**src/rtl/wb_axi4lite_bridge_pkg.sv**
```systemverilog
// Shared types and constants for the Wishbone B4 pipelined to AXI4-Lite bridge.
package wb_axi4lite_bridge_pkg;

    typedef enum logic [2:0] {
        ST_IDLE  = 3'd0,
        ST_WRITE = 3'd1,
        ST_WRESP = 3'd2,
        ST_READ  = 3'd3,
        ST_RRESP = 3'd4,
        ST_DONE  = 3'd5,
        ST_DRAIN = 3'd6
    } state_t;

    localparam logic [1:0] RESP_OKAY    = 2'b00;
    localparam logic [1:0] RESP_EXOKAY  = 2'b01;
    localparam logic [1:0] RESP_SLVERR  = 2'b10;
    localparam logic [1:0] RESP_DECERR  = 2'b11;
    localparam logic [2:0] PROT_DEFAULT = 3'b000;

    // EXOKAY is deliberately folded into the OK class.
    function automatic logic resp_is_err(input logic [1:0] resp);
        return (resp == RESP_SLVERR) || (resp == RESP_DECERR);
    endfunction

    // Width needed to hold TIMEOUT-1 (the counter is loaded with one less than the budget).
    function automatic int cnt_width(input int timeout);
        return (timeout < 2) ? 1 : $clog2(timeout);
    endfunction

endpackage

```
**src/rtl/wb_axi4lite_bridge_timeout_cnt.sv**
```systemverilog
// Loadable down-counter that saturates at zero; expired flags an enabled zero count.
module bridge_timeout_cnt #(
    parameter int WIDTH = 8
) (
    input  logic             clk,
    input  logic             rst,
    input  logic             load,
    input  logic             en,
    input  logic [WIDTH-1:0] load_val,
    output logic             expired
);

    logic [WIDTH-1:0] cnt_q;
    logic [WIDTH-1:0] cnt_d;

    // Next count: load wins, otherwise decrement while enabled and non-zero.
    always_comb begin
        cnt_d = cnt_q;
        if (load) begin
            cnt_d = load_val;
        end else if (en && (cnt_q != {WIDTH{1'b0}})) begin
            cnt_d = cnt_q - {{(WIDTH-1){1'b0}}, 1'b1};
        end else begin
            cnt_d = cnt_q;
        end
    end

    // Count register.
    always_ff @(posedge clk or posedge rst) begin
        if (rst) begin
            cnt_q <= {WIDTH{1'b0}};
        end else begin
            cnt_q <= cnt_d;
        end
    end

    assign expired = en && (cnt_q == {WIDTH{1'b0}});

endmodule

```
**src/rtl/wb_axi4lite_bridge.sv**
```systemverilog
// Wishbone B4 pipelined slave to AXI4-Lite master, one transaction in flight,
// with a response timeout so the Wishbone side can never hang.
module wb_axi4lite_bridge
    import wb_axi4lite_bridge_pkg::*;
#(
    parameter int ADDR_WIDTH = 32,
    parameter int TIMEOUT    = 255
) (
    input  logic                  aclk,
    input  logic                  areset,
    input  logic                  wb_cyc_i,
    input  logic                  wb_stb_i,
    input  logic                  wb_we_i,
    input  logic [ADDR_WIDTH-1:0] wb_adr_i,
    input  logic [3:0]            wb_sel_i,
    input  logic [31:0]           wb_dat_i,
    output logic [31:0]           wb_dat_o,
    output logic                  wb_ack_o,
    output logic                  wb_err_o,
    output logic                  wb_stall_o,
    output logic                  awvalid,
    input  logic                  awready,
    output logic [ADDR_WIDTH-1:0] awaddr,
    output logic [2:0]            awprot,
    output logic                  wvalid,
    input  logic                  wready,
    output logic [31:0]           wdata,
    output logic [3:0]            wstrb,
    input  logic                  bvalid,
    output logic                  bready,
    input  logic [1:0]            bresp,
    output logic                  arvalid,
    input  logic                  arready,
    output logic [ADDR_WIDTH-1:0] araddr,
    output logic [2:0]            arprot,
    input  logic                  rvalid,
    output logic                  rready,
    input  logic [31:0]           rdata,
    input  logic [1:0]            rresp
);

    localparam int                    CNT_W     = cnt_width(TIMEOUT);
    localparam logic [CNT_W-1:0]      CNT_LOAD  = (TIMEOUT == 0) ? {CNT_W{1'b0}} : CNT_W'(TIMEOUT - 1);
    localparam logic                  TMO_ON    = (TIMEOUT != 0);
    localparam logic [ADDR_WIDTH-1:0] ADDR_MASK = {{(ADDR_WIDTH-2){1'b1}}, 2'b00};

    state_t                state_q, state_d;
    logic                  we_q, we_d;
    logic                  err_q, err_d;
    logic                  cyc_lost_q, cyc_lost_d;
    logic                  awvalid_q, awvalid_d;
    logic                  wvalid_q, wvalid_d;
    logic                  arvalid_q, arvalid_d;
    logic                  bready_q, bready_d;
    logic                  rready_q, rready_d;
    logic [ADDR_WIDTH-1:0] awaddr_q, awaddr_d;
    logic [ADDR_WIDTH-1:0] araddr_q, araddr_d;
    logic [31:0]           wdata_q, wdata_d;
    logic [3:0]            wstrb_q, wstrb_d;
    logic [31:0]           dat_q, dat_d;
    logic                  ack_q, ack_d;
    logic                  werr_q, werr_d;
    logic                  stall_q, stall_d;
    logic                  cnt_load;
    logic                  cnt_en;
    logic                  tmo_expired;

    bridge_timeout_cnt #(
        .WIDTH (CNT_W)
    ) u_tmo (
        .clk      (aclk),
        .rst      (areset),
        .load     (cnt_load),
        .en       (cnt_en & TMO_ON),
        .load_val (CNT_LOAD),
        .expired  (tmo_expired)
    );

    // Next-state, AXI channel and Wishbone response logic.
    always_comb begin
        state_d    = state_q;
        we_d       = we_q;
        err_d      = err_q;
        cyc_lost_d = cyc_lost_q | ~wb_cyc_i;
        awvalid_d  = awvalid_q;
        wvalid_d   = wvalid_q;
        arvalid_d  = arvalid_q;
        awaddr_d   = awaddr_q;
        araddr_d   = araddr_q;
        wdata_d    = wdata_q;
        wstrb_d    = wstrb_q;
        dat_d      = dat_q;
        ack_d      = 1'b0;
        werr_d     = 1'b0;
        cnt_load   = 1'b0;
        cnt_en     = 1'b0;
        case (state_q)
            ST_IDLE: begin
                cyc_lost_d = 1'b0;
                err_d      = 1'b0;
                if (wb_cyc_i && wb_stb_i) begin
                    cnt_load = 1'b1;
                    we_d     = wb_we_i;
                    if (wb_we_i) begin
                        awaddr_d  = wb_adr_i & ADDR_MASK;
                        wdata_d   = wb_dat_i;
                        wstrb_d   = wb_sel_i;
                        awvalid_d = 1'b1;
                        wvalid_d  = 1'b1;
                        state_d   = ST_WRITE;
                    end else begin
                        araddr_d  = wb_adr_i & ADDR_MASK;
                        arvalid_d = 1'b1;
                        state_d   = ST_READ;
                    end
                end else begin
                    state_d = ST_IDLE;
                end
            end
            ST_WRITE: begin
                cnt_en    = 1'b1;
                awvalid_d = awvalid_q & ~awready;
                wvalid_d  = wvalid_q & ~wready;
                if (!awvalid_d && !wvalid_d) begin
                    state_d = ST_WRESP;
                end else if (tmo_expired) begin
                    werr_d  = ~cyc_lost_d;
                    state_d = ST_DRAIN;
                end else begin
                    state_d = ST_WRITE;
                end
            end
            ST_WRESP: begin
                cnt_en = 1'b1;
                if (bvalid) begin
                    err_d   = resp_is_err(bresp);
                    state_d = ST_DONE;
                end else if (tmo_expired) begin
                    werr_d  = ~cyc_lost_d;
                    state_d = ST_DRAIN;
                end else begin
                    state_d = ST_WRESP;
                end
            end
            ST_READ: begin
                cnt_en = 1'b1;
                if (arready) begin
                    arvalid_d = 1'b0;
                    state_d   = ST_RRESP;
                end else if (tmo_expired) begin
                    werr_d  = ~cyc_lost_d;
                    state_d = ST_DRAIN;
                end else begin
                    state_d = ST_READ;
                end
            end
            ST_RRESP: begin
                cnt_en = 1'b1;
                if (rvalid) begin
                    dat_d   = rdata;
                    err_d   = resp_is_err(rresp);
                    state_d = ST_DONE;
                end else if (tmo_expired) begin
                    werr_d  = ~cyc_lost_d;
                    state_d = ST_DRAIN;
                end else begin
                    state_d = ST_RRESP;
                end
            end
            ST_DONE: begin
                ack_d   = ~err_q & ~cyc_lost_d;
                werr_d  = err_q & ~cyc_lost_d;
                state_d = ST_IDLE;
            end
            ST_DRAIN: begin
                // Pending valids stay up until accepted; the late response is dropped.
                awvalid_d = awvalid_q & ~awready;
                wvalid_d  = wvalid_q & ~wready;
                arvalid_d = arvalid_q & ~arready;
                if ((we_q && bvalid) || (!we_q && rvalid)) begin
                    state_d = ST_IDLE;
                end else begin
                    state_d = ST_DRAIN;
                end
            end
            default: begin
                state_d = ST_IDLE;
            end
        endcase
        bready_d = (state_d == ST_WRESP) || ((state_d == ST_DRAIN) && we_q);
        rready_d = (state_d == ST_RRESP) || ((state_d == ST_DRAIN) && !we_q);
        stall_d  = (state_d != ST_IDLE);
    end

    // State and output registers.
    always_ff @(posedge aclk or posedge areset) begin
        if (areset) begin
            state_q    <= ST_IDLE;
            we_q       <= 1'b0;
            err_q      <= 1'b0;
            cyc_lost_q <= 1'b0;
            awvalid_q  <= 1'b0;
            wvalid_q   <= 1'b0;
            arvalid_q  <= 1'b0;
            bready_q   <= 1'b0;
            rready_q   <= 1'b0;
            awaddr_q   <= {ADDR_WIDTH{1'b0}};
            araddr_q   <= {ADDR_WIDTH{1'b0}};
            wdata_q    <= 32'h0000_0000;
            wstrb_q    <= 4'h0;
            dat_q      <= 32'h0000_0000;
            ack_q      <= 1'b0;
            werr_q     <= 1'b0;
            stall_q    <= 1'b0;
        end else begin
            state_q    <= state_d;
            we_q       <= we_d;
            err_q      <= err_d;
            cyc_lost_q <= cyc_lost_d;
            awvalid_q  <= awvalid_d;
            wvalid_q   <= wvalid_d;
            arvalid_q  <= arvalid_d;
            bready_q   <= bready_d;
            rready_q   <= rready_d;
            awaddr_q   <= awaddr_d;
            araddr_q   <= araddr_d;
            wdata_q    <= wdata_d;
            wstrb_q    <= wstrb_d;
            dat_q      <= dat_d;
            ack_q      <= ack_d;
            werr_q     <= werr_d;
            stall_q    <= stall_d;
        end
    end

    assign wb_dat_o   = dat_q;
    assign wb_ack_o   = ack_q;
    assign wb_err_o   = werr_q;
    assign wb_stall_o = stall_q;
    assign awvalid    = awvalid_q;
    assign awaddr     = awaddr_q;
    assign awprot     = PROT_DEFAULT;
    assign wvalid     = wvalid_q;
    assign wdata      = wdata_q;
    assign wstrb      = wstrb_q;
    assign bready     = bready_q;
    assign arvalid    = arvalid_q;
    assign araddr     = araddr_q;
    assign arprot     = PROT_DEFAULT;
    assign rready     = rready_q;

endmodule

```
**config.mk**
```make
export PLATFORM = sky130hd
export DESIGN_NAME = wb_axi4lite_bridge
export DESIGN_NICKNAME = d
export VERILOG_FILES = /design/src/rtl/wb_axi4lite_bridge_pkg.sv /design/src/rtl/wb_axi4lite_bridge_timeout_cnt.sv /design/src/rtl/wb_axi4lite_bridge.sv
export SDC_FILE = /design/constraint.sdc
export NUM_CORES = 1
export LEC_CHECK = 0
export CAP_MARGIN = 25
export CORE_MARGIN = 2
export CORE_UTILIZATION = 43
export CTS_CLUSTER_SIZE = 12
export DETAILED_ROUTE_END_ITERATION = 6
export GPL_TIMING_DRIVEN = 0
export PLACE_DENSITY = 0.83
export SYNTH_ARGS = -nofsm -noshare
export SYNTH_HDL_FRONTEND = slang
export SYNTH_HIERARCHICAL = 1
export SYNTH_SLANG_ARGS = --single-unit
```
**constraint.sdc**
```tcl
create_clock -name aclk -period 7.15 [get_ports aclk]
set_clock_uncertainty 0.2 [all_clocks]
set_input_delay 2.145 -clock aclk [delete_from_list [all_inputs] [get_ports aclk]]
set_output_delay 2.145 -clock aclk [all_outputs]
set_load 0.02 [all_outputs]
```
# Yosys cells after proc, flatten, opt, wreduce, memory -nomap -nowiden
# Cells that the tools add are included.
# Widths: inputs -> output; s select.
# totals
reg_bits,150
in_bits,114
romBits,0
mem_bits_rw,0
word_cells,120
out_inout_bits,146
latch_bits,0
memories,0
# op_classes
n_mux,36
n_reduce_logical,33
bitwise,13
mul,0
n_shift,0
addsub,1
n_lt_le_gt_ge,0
n_eq_ne,19
n_div,0
# ops
op,count
$mux 3,8
$pmux 3 s6,1
$mux 1,17
$mux 8,2
$eq 3x3->1 const B,5
$ne 2x2->1 const B,6
$reduce_and 3->1,4
$eq 3x2->1 const B,3
$reduce_bool 3->1,3
$eq 2x2->1 const B,4
$logic_and 1x1->1,8
$logic_not 8->1,1
$reduce_bool 8->1,1
$sub 8x1->8 const B,1
$not 1->1,7
$mux 2,3
$pmux 1 s3,2
$and 1x1->1,5
$logic_or 1x1->1,5
$pmux 1 s5,1
$pmux 1 s2,2
$reduce_and 2->1,2
$reduce_and 4->1,1
$reduce_bool 2->1,2
6 further kinds,8

# Logic depth before layout (Yosys ltp)
# logic_depth
ltp_word,10
ltp_mapped,10
depth_no_buf,9

# By module
# The synthesis kept the hierarchy.
# modules_own_cells
module,n_inst,seq_area_each_um2,area_per_inst_um2,cells_each
wb_axi4lite_bridge,1,3553.4,5681.7,376
bridge_timeout_cnt,1,200.2,504.2,59

# Worst setup path before layout
# OpenSTA, ideal clock, no wires.
# synth_path
kind,input to register
start,input wready
end,"register stall_q, in the netlist wb_stall_o"
required_time_ps,6819
setup_time_ps,131
path_stages,5
arrival_ps,3042
setup_slack_ps,3777
n_path_buf,0
path_cell_list,nor2b_1 -> o21a_1 -> a221oi_4 -> inv_2 -> or3_1
# synth_via
elab_chain_len,7
# synth_rtl
element,line,source
"start, declared",wb_axi4lite_bridge.sv:26,"input logic wready,"
$not 1->1,wb_axi4lite_bridge.sv:123,wvalid_d = wvalid_q & ~wready;
$and 1x1->1,wb_axi4lite_bridge.sv:123,
$logic_not 1->1,wb_axi4lite_bridge.sv:124,if (!awvalid_d && !wvalid_d) begin
$logic_and 1x1->1,wb_axi4lite_bridge.sv:124,
$mux 3,wb_axi4lite_bridge.sv:124,
$pmux 3 s6,wb_axi4lite_bridge.sv:97,case (state_q)
named net state_d[2],wb_axi4lite_bridge.sv:47,"state_t state_q, state_d;"
$reduce_bool 3->1,wb_axi4lite_bridge.sv:192,stall_d = (state_d != ST_IDLE);
named net stall_d,wb_axi4lite_bridge.sv:63,"logic stall_q, stall_d;"
"end signal, assigned",wb_axi4lite_bridge.sv:232,stall_q <= stall_d;
"end, declared",wb_axi4lite_bridge.sv:63,
# The timed path passes the listed nets, and every way through them passes these cells.
# A chain may end at the register's enable or synchronous reset.

# Final worst setup path
# layout_path
start,"register araddr_q[10], in the netlist araddr[10]"
end,output araddr[10]
# layout_lines
element,line,source
"start, declared",wb_axi4lite_bridge.sv:57,"logic [ADDR_WIDTH-1:0] araddr_q, araddr_d;"
"start signal, assigned",wb_axi4lite_bridge.sv:208,araddr_q <= {ADDR_WIDTH{1'b0}};
"start signal, assigned",wb_axi4lite_bridge.sv:226,araddr_q <= araddr_d;
"end, declared",wb_axi4lite_bridge.sv:34,"output logic [ADDR_WIDTH-1:0] araddr,"
# No word-level cell between the ends.

==> flow_summary.json <==
{
  "maxSlewHeadroom_pct": 56.9,
  "drtIter0Drc": 167,
  "cts_setup_buffers": 0,
  "final_common_cell": "clkdlybuf4s50_1",
  "core-area_um2": 14000,
  "viasPerCell": 4.93,
  "dp_cells": 877,
  "io_buffers": 245,
  "timing.final.ws_setup_ns": 3.39,
  "clk_latency_ns": 0.41,
  "ys_types": 50,
  "rows": 43,
  "h-tree-depth": 4,
  "avgSynthCellArea_um2": 14.2,
  "ys_ff_latch": 150,
  "initial_core_util_pct": 44.2,
  "wire_per_inst_um": 17.4,
  "rsz0062_at_grt": "no",
  "postCtsHoldBufs": 0,
  "path_clk_slew_ns": 0.06,
  "syn_inst": 435,
  "drv_slew": 0,
  "yosysTopAreaCellShare_pct": 60.7,
  "finalWirelength_um": 15800,
  "grt_max_degree": 88,
  "finalHoldViolCount": 0,
  "final_cell_area_um2": 9570,
  "p_leak_nw": 4.13,
  "status": "completed",
  "cap_violations": 0,
  "cpPeakStageDelay_ns": 0.65,
  "clk_path_buf_depth": 2,
  "hp-class": "reg2reg",
  "crit_buf_inv": 1,
  "cts_sinks": 150,
  "dpl_cell_area_um2": 8960,
  "cp.arrival_ns": 1.41,
  "end_kind": "output pin",
  "cts_buffers": 17,
  "gp_congestion": 0.893,
  "crit_chain": "clkdlybuf4s50_1",
  "layout_common_cells": "clkdlybuf4s50_1 (245), dfrtp_1 (150), mux2_2 (123)",
  "worst_pin_slew_ns": 0.636,
  "period_minus_slack_ns": 3.76,
  "synth_area_leaders": "dfrtp_1 (61%), mux2_2 (22%), mux2_4 (1.7%), buf_4 (1.3%), o21ai_0 (1.1%)",
  "place_ws_ns": 3.03,
  "yosys_warnings": 6,
  "num_vias": 4483,
  "ir_drop_mv": 0.275,
  "drc": 0,
  "die_area_um2": 15400,
  "hpwl_um": 11700,
  "die_width_um": 124,
  "finalNonFillerCells": 909,
  "diodes": 0,
  "num_io_pins": 260,
  "final_nets": 831,
  "cp_slowest_cell": "clkdlybuf4s50_1",
  "die_y_um": 124,
  "drt_first_pass_iters": 4,
  "cts_tree": "built",
  "grt-ovfl-total": 0,
  "grt.total_usage_pct": 20.7,
  "grt_pass1_wl_um": 23900,
  "cp_max_fo": 2,
  "cp.required_ns": 4.81,
  "synth_area_um2": 6190,
  "synthToLayoutAreaGrowth_pct": 54.8,
  "synth_flop_cell": "dfrtp_1",
  "fmax_ghz": 0.266,
  "cts_root_buffer": "clkbuf_16",
  "drive_gt1_share_pct": 27.6,
  "min_period_over_period_pct": 52.6,
  "cp_top_family": "buffers and inverters",
  "regToRegSetupSlack_ns": 4.25,
  "setup_viol": 0,
  "antenna_found_initial": 0,
  "ys_async_sr_fraction_pct": 100,
  "synth.largest_area_cell": "dfrtp_1",
  "worstSetupStartpointType": "flip-flop",
  "crit_type": "reg2out",
  "ys_seq_area_share_pct": 60.7,
  "cts-resized-gates": 0,
  "first_global_vias": 4790,
  "tns_ns": 0,
  "antenna_left": 0,
  "cellPowerDensity_nw_per_um2": 476,
  "synth_edf_count": 0
}
## sequential cells by signal (all words and copies together), names as in the netlist, 3 cells and up
register	flops
araddr	30
awaddr	30
state_q	3
u_tmo/cnt_q	8
wb_dat_o	32
wdata	32
wstrb	4
## final cells by class
cell class                      count  area [µm²]
Fill cell                        1004        4410
Sequential cell                   150        3750
Timing Repair Buffer              246        2480
Multi-Input combinational cell    258        2240
Clock buffer                       20         467
Tap cell                          180         225
Buffer                             30         199
Clock inverter                     12         151
Inverter                           13        53.8
## logic make-up (layout without fill, tap and decap cells)
logic type | count (synthesis) | count (layout) | share of synthesized area, %
DFF | 150 | 150 | 60.7
adders and majority gates | 1 | 1 | 0.202
muxes | 131 | 131 | 24.3
AOI/OAI and AO/OA | 42 | 42 | 4.59
other | 2 | 18 | 0.121
xor gates and xnor gates | 3 | 3 | 0.425
and+or+nand+nor | 63 | 63 | 5.72
buffers and inverters | 43 | 321 | 4.00
## Yosys cell counts (2+ instances only)
library cell	number
nand4b_1	2
o211ai_1	2
mux2_2	123
buf_6	4
o21ai_0	13
and2b_1	4
clkbuf_1	2
conb_1	2
or3_1	3
inv_2	2
nand3_1	4
nand2_1	15
nand3b_1	3
nor3b_1	2
nor3_1	5
inv_1	11
dfrtp_1	150
a211o_1	2
nor2b_1	4
nor2_1	11
a211oi_1	2
buf_4	11
mux2_4	7
xnor2_1	3
nand2b_1	2
buf_2	12
o21ai_2	2
a21oi_1	10
## power by group
part	switching [W]	total (W)	internal (W)
Clock	0.000342	0.000917	0.000575
Sequential	0.000235	0.00150	0.00127
Combinational	0.00101	0.00214	0.00113
## per-stage QoR
| step | hold WS, ns | power (W) | util, % |
|---|---|---|---|
| 2_1_floorplan | 0.225 | 0.00262 | - |
| 3_3_place_gp | 0.265 | 0.00358 | 63.8 |
| 3_5_place_dp | 0.279 | 0.00366 | 64.0 |
| 4_1_cts | 0.283 | 0.00461 | 68.4 |
| 5_1_grt | 0.319 | 0.00481 | 68.4 |
| 6_report | 0.284 | 0.00456 | 68.4 |
## worst paths after layout
path	startpoint	endpoint	depth (start not counted)
setup / recovery	araddr[10]	araddr[10]	1
hold / removal	err_q	wb_ack_o	1
min in group asynchronous	areset	u_tmo/cnt_q[0]	2
hold reg to reg	err_q	wb_ack_o	1
max in group asynchronous	areset	awaddr[3]	3
setup reg to reg	state_q[2]	bready	10
## per-layer routing
layer	share of wire, %	vias to the layer above	global-route usage, %
li1	-	2061	-
met2	50	200	35.7
met1	37	2191	22.7
met3	10	31	8.29
met5	0	-	0
met4	2.2	0	8.64
Note: power is estimated with default switching activity, not from simulation.
